===== src/rtl/pc_sequencer_if.sv =====
// Fetch/decode/redirect signal bundle for pc_sequencer.
// master = sequencer side, slave = memory/decode/branch environment side.
interface pc_sequencer_if;
  logic        imem_req;
  logic [63:0] imem_addr;
  logic        imem_ready;
  logic [31:0] imem_rdata;
  logic [31:0] instr;
  logic [63:0] instr_pc;
  logic        instr_valid;
  logic        stall;
  logic        br_taken;
  logic [63:0] br_target;
  logic        halt;
  logic        fault;

  modport master (
    output imem_req, imem_addr, instr, instr_pc, instr_valid, fault,
    input  imem_ready, imem_rdata, stall, br_taken, br_target, halt
  );

  modport slave (
    input  imem_req, imem_addr, instr, instr_pc, instr_valid, fault,
    output imem_ready, imem_rdata, stall, br_taken, br_target, halt
  );
endinterface


===== src/rtl/pc_sequencer.sv =====
// Single-outstanding instruction fetch sequencer: BOOT -> FETCH <-> HOLD, with redirect and halt.
// Optional macro PC_ALIGN_CHECK_EN: misaligned branch targets raise a sticky fault and halt.
module pc_sequencer #(
  parameter logic [63:0] RESET_PC = 64'h0
) (
  input logic            clk,
  input logic            reset,
  pc_sequencer_if.master bus
);
  typedef enum logic [1:0] {BOOT, FETCH, HOLD, HALTED} state_t;

  state_t      state_reg;
  logic [63:0] pc_reg;
  logic [63:0] instr_pc_reg;
  logic [31:0] instr_reg;
  logic        instr_valid_reg;
  logic        imem_req_reg;
  logic        misaligned;

  assign bus.imem_req    = imem_req_reg;
  assign bus.imem_addr   = pc_reg;
  assign bus.instr       = instr_reg;
  assign bus.instr_pc    = instr_pc_reg;
  assign bus.instr_valid = instr_valid_reg;

`ifdef PC_ALIGN_CHECK_EN
  logic fault_reg;
  assign misaligned = |bus.br_target[1:0];
  assign bus.fault  = fault_reg;

  always_ff @(posedge clk) begin
    if (reset)
      fault_reg <= 1'b0;
    else if (state_reg != HALTED && bus.br_taken && misaligned)
      fault_reg <= 1'b1;
  end
`else
  assign misaligned = 1'b0;
  assign bus.fault  = 1'b0;
`endif

  always_ff @(posedge clk) begin
    if (reset) begin
      state_reg       <= BOOT;
      pc_reg          <= RESET_PC;
      imem_req_reg    <= 1'b0;
      instr_reg       <= 32'h0;
      instr_pc_reg    <= 64'h0;
      instr_valid_reg <= 1'b0;
    end else if (state_reg != HALTED) begin
      // Redirect beats halt; any fetch completing this cycle is dropped.
      if (bus.br_taken) begin
        instr_valid_reg <= 1'b0;
        if (misaligned) begin
          state_reg    <= HALTED;
          imem_req_reg <= 1'b0;
        end else begin
          pc_reg       <= {bus.br_target[63:2], 2'b00};
          state_reg    <= FETCH;
          imem_req_reg <= 1'b1;
        end
      end else if (bus.halt) begin
        state_reg       <= HALTED;
        imem_req_reg    <= 1'b0;
        instr_valid_reg <= 1'b0;
      end else begin
        case (state_reg)
          BOOT: begin
            state_reg    <= FETCH;
            imem_req_reg <= 1'b1;
          end
          FETCH: begin
            if (bus.imem_ready) begin
              instr_reg       <= bus.imem_rdata;
              instr_pc_reg    <= pc_reg;
              instr_valid_reg <= 1'b1;
              pc_reg          <= pc_reg + 64'd4;
              state_reg       <= HOLD;
              imem_req_reg    <= 1'b0;
            end
          end
          HOLD: begin
            // Next fetch only starts once decode has taken the held word.
            if (!bus.stall) begin
              instr_valid_reg <= 1'b0;
              state_reg       <= FETCH;
              imem_req_reg    <= 1'b1;
            end
          end
          default: begin
            state_reg <= state_reg;
          end
        endcase
      end
    end
  end
endmodule


===== src/flat_wrapper.sv =====
// flat-port wrapper written by rule: the top's interface ports become plain ports
module pc_sequencer_flat 
#(
  parameter logic [63:0] RESET_PC = 64'h0
)
  (clk, reset, bus_imem_req, bus_imem_addr, bus_instr, bus_instr_pc, bus_instr_valid, bus_fault, bus_imem_ready, bus_imem_rdata, bus_stall, bus_br_taken, bus_br_target, bus_halt);
  pc_sequencer_if bus_i ();
  input logic clk;
  input logic reset;
  output wire logic [$bits(bus_i.imem_req)-1:0] bus_imem_req;
  output wire logic [$bits(bus_i.imem_addr)-1:0] bus_imem_addr;
  output wire logic [$bits(bus_i.instr)-1:0] bus_instr;
  output wire logic [$bits(bus_i.instr_pc)-1:0] bus_instr_pc;
  output wire logic [$bits(bus_i.instr_valid)-1:0] bus_instr_valid;
  output wire logic [$bits(bus_i.fault)-1:0] bus_fault;
  input wire logic [$bits(bus_i.imem_ready)-1:0] bus_imem_ready;
  input wire logic [$bits(bus_i.imem_rdata)-1:0] bus_imem_rdata;
  input wire logic [$bits(bus_i.stall)-1:0] bus_stall;
  input wire logic [$bits(bus_i.br_taken)-1:0] bus_br_taken;
  input wire logic [$bits(bus_i.br_target)-1:0] bus_br_target;
  input wire logic [$bits(bus_i.halt)-1:0] bus_halt;
  assign bus_imem_req = bus_i.imem_req;
  assign bus_imem_addr = bus_i.imem_addr;
  assign bus_instr = bus_i.instr;
  assign bus_instr_pc = bus_i.instr_pc;
  assign bus_instr_valid = bus_i.instr_valid;
  assign bus_fault = bus_i.fault;
  assign bus_i.imem_ready = bus_imem_ready;
  assign bus_i.imem_rdata = bus_imem_rdata;
  assign bus_i.stall = bus_stall;
  assign bus_i.br_taken = bus_br_taken;
  assign bus_i.br_target = bus_br_target;
  assign bus_i.halt = bus_halt;
  pc_sequencer #(.RESET_PC(RESET_PC)) u_core (.clk(clk), .reset(reset), .bus(bus_i));
endmodule

===== config.mk =====
export PLATFORM = sky130hd
export DESIGN_NAME = pc_sequencer_flat
export DESIGN_NICKNAME = d
export VERILOG_FILES = /design/src/rtl/pc_sequencer_if.sv /design/src/rtl/pc_sequencer.sv /design/src/flat_wrapper.sv
export SDC_FILE = /design/constraint.sdc
export NUM_CORES = 1
export LEC_CHECK = 0
export ABC_CLOCK_PERIOD_IN_PS = 5800
export BUFFER_PORTS_ARGS = -buffer_cell sky130_fd_sc_hd__buf_2
export CORE_MARGIN = 2
export CORE_UTILIZATION = 55
export DETAILED_ROUTE_END_ITERATION = 12
export PLACE_DENSITY = 0.86
export SETUP_SLACK_MARGIN = 0.3
export SLEW_MARGIN = 25
export SYNTH_ARGS = -nofsm -noshare
export SYNTH_HDL_FRONTEND = slang
export SYNTH_SLANG_ARGS = --single-unit

===== constraint.sdc =====
create_clock -name clk -period 5.8 [get_ports clk]
set_input_delay 1.16 -clock clk [delete_from_list [all_inputs] [get_ports clk]]
set_output_delay 1.16 -clock clk [all_outputs]
set_load 0.005 [all_outputs]

==> flow_summary.json, run 1 <==
{
  "routabilityCongestion": 0.9734,
  "path_clk_slew_ps": 60,
  "die_w_um": 123.7,
  "p_leak_nw": 3.984,
  "multi_input_area_um2": 4332,
  "final_cells": 1458,
  "vias": 8806,
  "grt_max_degree": 108,
  "grt_pass1_vias": 7825,
  "max_slew_margin": 0.3432,
  "final_area_um2": 9811,
  "syn_inst": 1063,
  "ff2ff_setup_slack_ps": 2650,
  "synthToLayoutAreaGrowth_pct": 24.48,
  "p_per_area_nw_per_um2": 272.9,
  "hpwl_mm": 16.73,
  "die_h_um": 123.7,
  "postSynthAreaPerCell_um2": 7.414,
  "cts_setup_buffers": 0,
  "max_freq_ghz": 0.3047,
  "crit_path_start_kind": "input pin",
  "grt_usage": 0.3196,
  "cp.required_ps": 6120,
  "io_pins": 265,
  "cp-end-kind": "flop",
  "ant_nets": 0,
  "r2r-end": "u_core.bus.imem_addr[63]",
  "synth_edf_count": 0,
  "worstHoldStart": "u_core.bus.instr_pc[40]",
  "reg2reg_depth": 6,
  "drive_gt1_frac": 0.2533,
  "fin_nets": 1369,
  "ys_types": 60,
  "antenna_found_initial": 3,
  "maxSlewViolCount": 0,
  "whs_ps": 448.7,
  "fillCellCount": 1197,
  "finClkSkew_ps": 6.231,
  "worstPathArrival_ps": 3610,
  "fin_crit_sh": 0.5659,
  "yosys_warnings": 0,
  "final_common_cell": "buf_2",
  "ctsHoldBuffers": 0,
  "core_area_um2": 13930,
  "drt_iter0_drc": 796,
  "grt_pass1_wl_mm": 38.83,
  "grt-ovfl-total": 0,
  "cp_max_fo": 39,
  "register_area_um2": 3203,
  "peakVddDrop_v": 0.0002427,
  "hold_depth": 2,
  "setup_tns_ps": 0,
  "viasPerCell": 6.040,
  "placed_area_um2": 9181,
  "die-area_um2": 15300,
  "row_count": 43,
  "first_pass_iters": 6,
  "cts_sinks": 160,
  "ys_ff_latch": 160,
  "status": "finished, final reports clean",
  "critPathKind": "in -> reg",
  "setup_violations": 0,
  "rsz0062_at_grt": "no",
  "clockBufferDepth": 2,
  "wire_per_inst_um": 17.18,
  "drc": 0,
  "synth_area_um2": 7881,
  "tightest_slew_ps": 976.2,
  "final_cell_mix": "buf_2 (256), nand2_1 (252), dfxtp_1 (160)",
  "ys_seq_area_frac": 0.4064,
  "min_to": "u_core.bus.instr_pc[40]",
  "htreeDepth": 4,
  "yosys_most_used_dff": "dfxtp_1",
  "hold_viol_final": 0,
  "hold_path_class": "reg -> reg",
  "dp.cells": 1423,
  "total_power_mw": 2.677,
  "regToRegStartpoint": "u_core.bus.imem_addr[7]",
  "cts_buffers": 17,
  "min_period_ps": 3282,
  "clock_latency_ps": 420,
  "synthArstFlopShare": 0,
  "cts-root-buf": "clkbuf_16",
  "routed_wl_mm": 25.05,
  "cts_tree": "yes",
  "max_cap_violations": 0,
  "post_cts_resize_count": 0,
  "numPortBuffers": 257,
  "initial_utilization": 0.5656
}
==> worst max path at each step <==
| stage | startpoint | end | slack (ps) |
|---|---|---|---|
| final | bus_br_taken | u_core.bus.imem_addr[35] | 2520 |
| after global routing | bus_br_taken | u_core.bus.imem_addr[35] | 2330 |
| after CTS | u_core.bus.imem_addr[7] | u_core.bus.imem_addr[63] | 2380 |
| after detailed placement | bus_br_taken | u_core.bus.imem_addr[35] | 2150 |
| after global placement | bus_br_taken | u_core.bus.imem_addr[35] | 2150 |
| after floorplan | bus_br_taken | u_core.bus.instr_pc[31] | 3060 |
==> report_power, final <==
group | internal, mW | switching [mW]
logic | 0.127 | 0.167
clock network | 0.712 | 0.445
registers | 1.14 | 0.0817
==> through the flow <==
stage               worst slack [ps]    util
floorplan                       3057       -
global placement                2152  0.6584
detailed placement              2151  0.6589
CTS                             2384  0.7025
global route                    2333  0.7037
finish                          2518  0.7041
==> layout make-up <==
type	instances	area share
multi-input cells	801	0.4415
diodes	3	0.0007652
well taps	180	0.02296
flip-flops and latches	160	0.3265
clock inverters	9	0.01326
repair buffers	270	0.1417
inverters	12	0.004591
clock buffers	23	0.04872
==> cells in the mapped netlist (6+ instances only) <==
cell type | n | area (um^2)
a211oi_1 | 17 | 127.6
a21o_1 | 6 | 45.04
a21oi_1 | 135 | 675.7
a22oi_1 | 15 | 112.6
a31oi_1 | 21 | 131.4
and3_1 | 18 | 112.6
buf_1 | 8 | 30.03
clkbuf_1 | 75 | 281.5
dfxtp_1 | 160 | 3203
inv_1 | 12 | 45.04
mux2i_1 | 13 | 130.1
nand2_1 | 252 | 945.9
nand3_1 | 48 | 240.2
nand4_1 | 32 | 200.2
nor2_1 | 45 | 168.9
nor3_1 | 31 | 155.2
nor4_1 | 15 | 93.84
o21ai_0 | 29 | 145.1
o22ai_1 | 7 | 43.79
or3_1 | 13 | 81.33
or4_1 | 9 | 67.56
==> critical path: stages <==
cell and delay, ps:
buf_2 90, inv_1 220, buf_4 360, a21oi_4 720, buf_4 430, and3_1 200, a41oi_1 120, o32ai_1 300
==> metal layers <==
layer,track usage,vias to the layer above,routed length [um]
met5,0,-,11
met2,0.5137,485,11570
met4,0.1207,2,578
met3,0.08974,56,2827
met1,0.4079,4051,10060
li1,-,4212,-
==> cell families after synthesis <==
logic type      after synthesis  share of synthesized area
simple gates                491                     0.2881
flops                       160                     0.4064
fa+ha+maj                     5                   0.007938
compound gates              283                     0.2210
other cells                   1                  0.0004758
mux                          17                    0.02222
buf+inv                     106                    0.05382
No activity file was read; power rests on OpenSTA's default activity.
==> inputs of run 2 (changes only) <==
ABC_CLOCK_PERIOD_IN_PS = 3350   (was 5800)
CORE_UTILIZATION = 51   (was 55)
PLACE_DENSITY = 0.81   (was 0.86)
clock period = 3.35 ns   (was 5.8 ns; I/O delays follow)
==> run 2 against run 1 <==
  * Sequential share of layout area down 0.39 points
  * Via count up 0.36%
  * Register-to-register slack worse by 2000 ps
  * Sequential power up 72%
  * Total power up 73%
==> flow_summary.json, run 2 (synthesis gave the netlist of run 1 again) <==
{
  "rsz0062_at_grt": "no",
  "die-area_um2": 16460,
  "peakVddDrop_v": 0.0003508,
  "critPathKind": "reg -> reg",
  "worstPathArrival_ps": 3080,
  "cp.required_ps": 3700,
  "cp_cell_sequence": "ha_1, inv_1, nand3_4, or4_1, a31oi_1",
  "grt_max_degree": 65,
  "fin_crit_sh": 0.8156,
  "clock_latency_ps": 420,
  "antenna_found_initial": 1,
  "max_slew_margin": 0.4405,
  "dp.cells": 1449,
  "wire_per_inst_um": 17.17,
  "hpwl_mm": 17.54,
  "post_cts_resize_count": 0,
  "final_cell_mix": "buf_2 (256), nand2_1 (252), dfxtp_1 (160)",
  "max_freq_ghz": 0.3660,
  "io_pins": 265,
  "cp_top_family": "simple AND/OR/NAND/NOR gates",
  "fin_nets": 1387,
  "cts-root-buf": "clkbuf_16",
  "cts_tree": "yes",
  "routabilityCongestion": 0.9453,
  "combPwrFrac": 0.114,
  "ant_nets": 0,
  "cp_max_fo": 33,
  "ctsHoldBuffers": 0,
  "drt_iter0_drc": 758,
  "numPortBuffers": 257,
  "setup_tns_ps": 0,
  "htreeDepth": 4,
  "grt_pass1_vias": 7675,
  "hold_viol_final": 0,
  "synthToLayoutAreaGrowth_pct": 25.99,
  "grt_pass1_wl_mm": 39.43,
  "switching_power_mw": 1.214,
  "tightest_slew_ps": 838.4,
  "initial_utilization": 0.5204,
  "vias": 8838,
  "critPathBufInv": 1,
  "status": "finished, final reports clean",
  "max_cap_violations": 0,
  "p_leak_nw": 4.066,
  "p_int_mw": 3.415,
  "cts_buffers": 17,
  "p_clk_frac": 0.429,
  "pre_cts_ws_ps": 645.2,
  "pwr-share-seq": 0.457,
  "cts_sinks": 160,
  "finClkSkew_ps": 7.057,
  "hold_path_class": "reg -> reg",
  "final_area_um2": 9930,
  "cp-end-kind": "flop",
  "routed_wl_mm": 25.41,
  "drc": 0,
  "path_clk_slew_ps": 70,
  "grt-ovfl-total": 0,
  "p_per_area_nw_per_um2": 466.2,
  "cts_setup_buffers": 0,
  "grt_usage": 0.2982,
  "switching_share": 0.2623,
  "clockBufferDepth": 2,
  "antenna_cells": 0,
  "drive_gt1_frac": 0.2616,
  "die_w_um": 128.3,
  "viasPerCell": 5.972,
  "maxSlewViolCount": 0,
  "final_cells": 1480,
  "row_count": 45,
  "critPathSlowestCell": "inv_1",
  "first_pass_iters": 5,
  "setup_violations": 0,
  "crit_path_start_kind": "flop",
  "min_period_ps": 2732,
  "whs_ps": 447.8,
  "die_h_um": 128.3,
  "final_common_cell": "buf_2",
  "max_stage_delay_ps": 660,
  "placed_area_um2": 9333,
  "fin_ws_ps": 617.9,
  "core_area_um2": 15150
}
## run 2: worst paths after layout
kind | depth (start not counted) | start | slack (ps) | to
worst min register to register | 2 | u_core.bus.instr_pc[51] | 450 | u_core.bus.instr_pc[51]
worst max-delay path | 5 | u_core.state_reg[0] | 620 | u_core.bus.imem_addr[58]
worst max register to register | 5 | u_core.state_reg[0] | 620 | u_core.bus.imem_addr[58]
worst min-delay path | 2 | u_core.bus.instr_pc[51] | 450 | u_core.bus.instr_pc[51]
## run 2: routing by layer
| layer | routed length [um] | vias to the layer above | track usage | share of wire |
|---|---|---|---|---|
| met2 | 12070 | 454 | 0.4869 | 0.47 |
| met4 | 592 | 2 | 0.1041 | 0.023 |
| met5 | 13 | - | 0 | 0.00051 |
| li1 | - | 4235 | - | - |
| met1 | 10570 | 4097 | 0.3878 | 0.42 |
| met3 | 2169 | 50 | 0.07095 | 0.085 |
## run 2: final cells by class
cell class | count | area [um^2]
clock buffer | 21 | 460.4
clock inverter | 10 | 136.4
fill | 1396 | 5216
inverter | 12 | 45.04
multi-input combinational | 801 | 4315
sequential | 160 | 3203
tap | 188 | 235.2
timing repair buffer | 288 | 1534
## run 2: metrics by stage
step	power (mW)	util
global placement	2.663	0.6162
finish	4.629	0.6556
detailed placement	2.675	0.6162
floorplan	2.430	-
CTS	4.641	0.6556
global route	4.803	0.6556
## run 2: worst register-to-register path, delay by kind of cell (launching register included)
kind	cells	cell delay [ps]
AOI/OAI and AO/OA	1	160
adders and majority gates	1	310
buffers and inverters	1	660
DFF	1	340
and+or+nand+nor	2	1190
## run 2: power by group through the flow
stage | clock network (mW) | logic (mW) | registers [mW]
detailed placement | 0 | 0.522 | 2.15
global placement | 0 | 0.512 | 2.15
floorplan | 0 | 0.325 | 2.11
global route | 2.10 | 0.579 | 2.13
finish | 1.99 | 0.527 | 2.12
CTS | 2.01 | 0.524 | 2.11
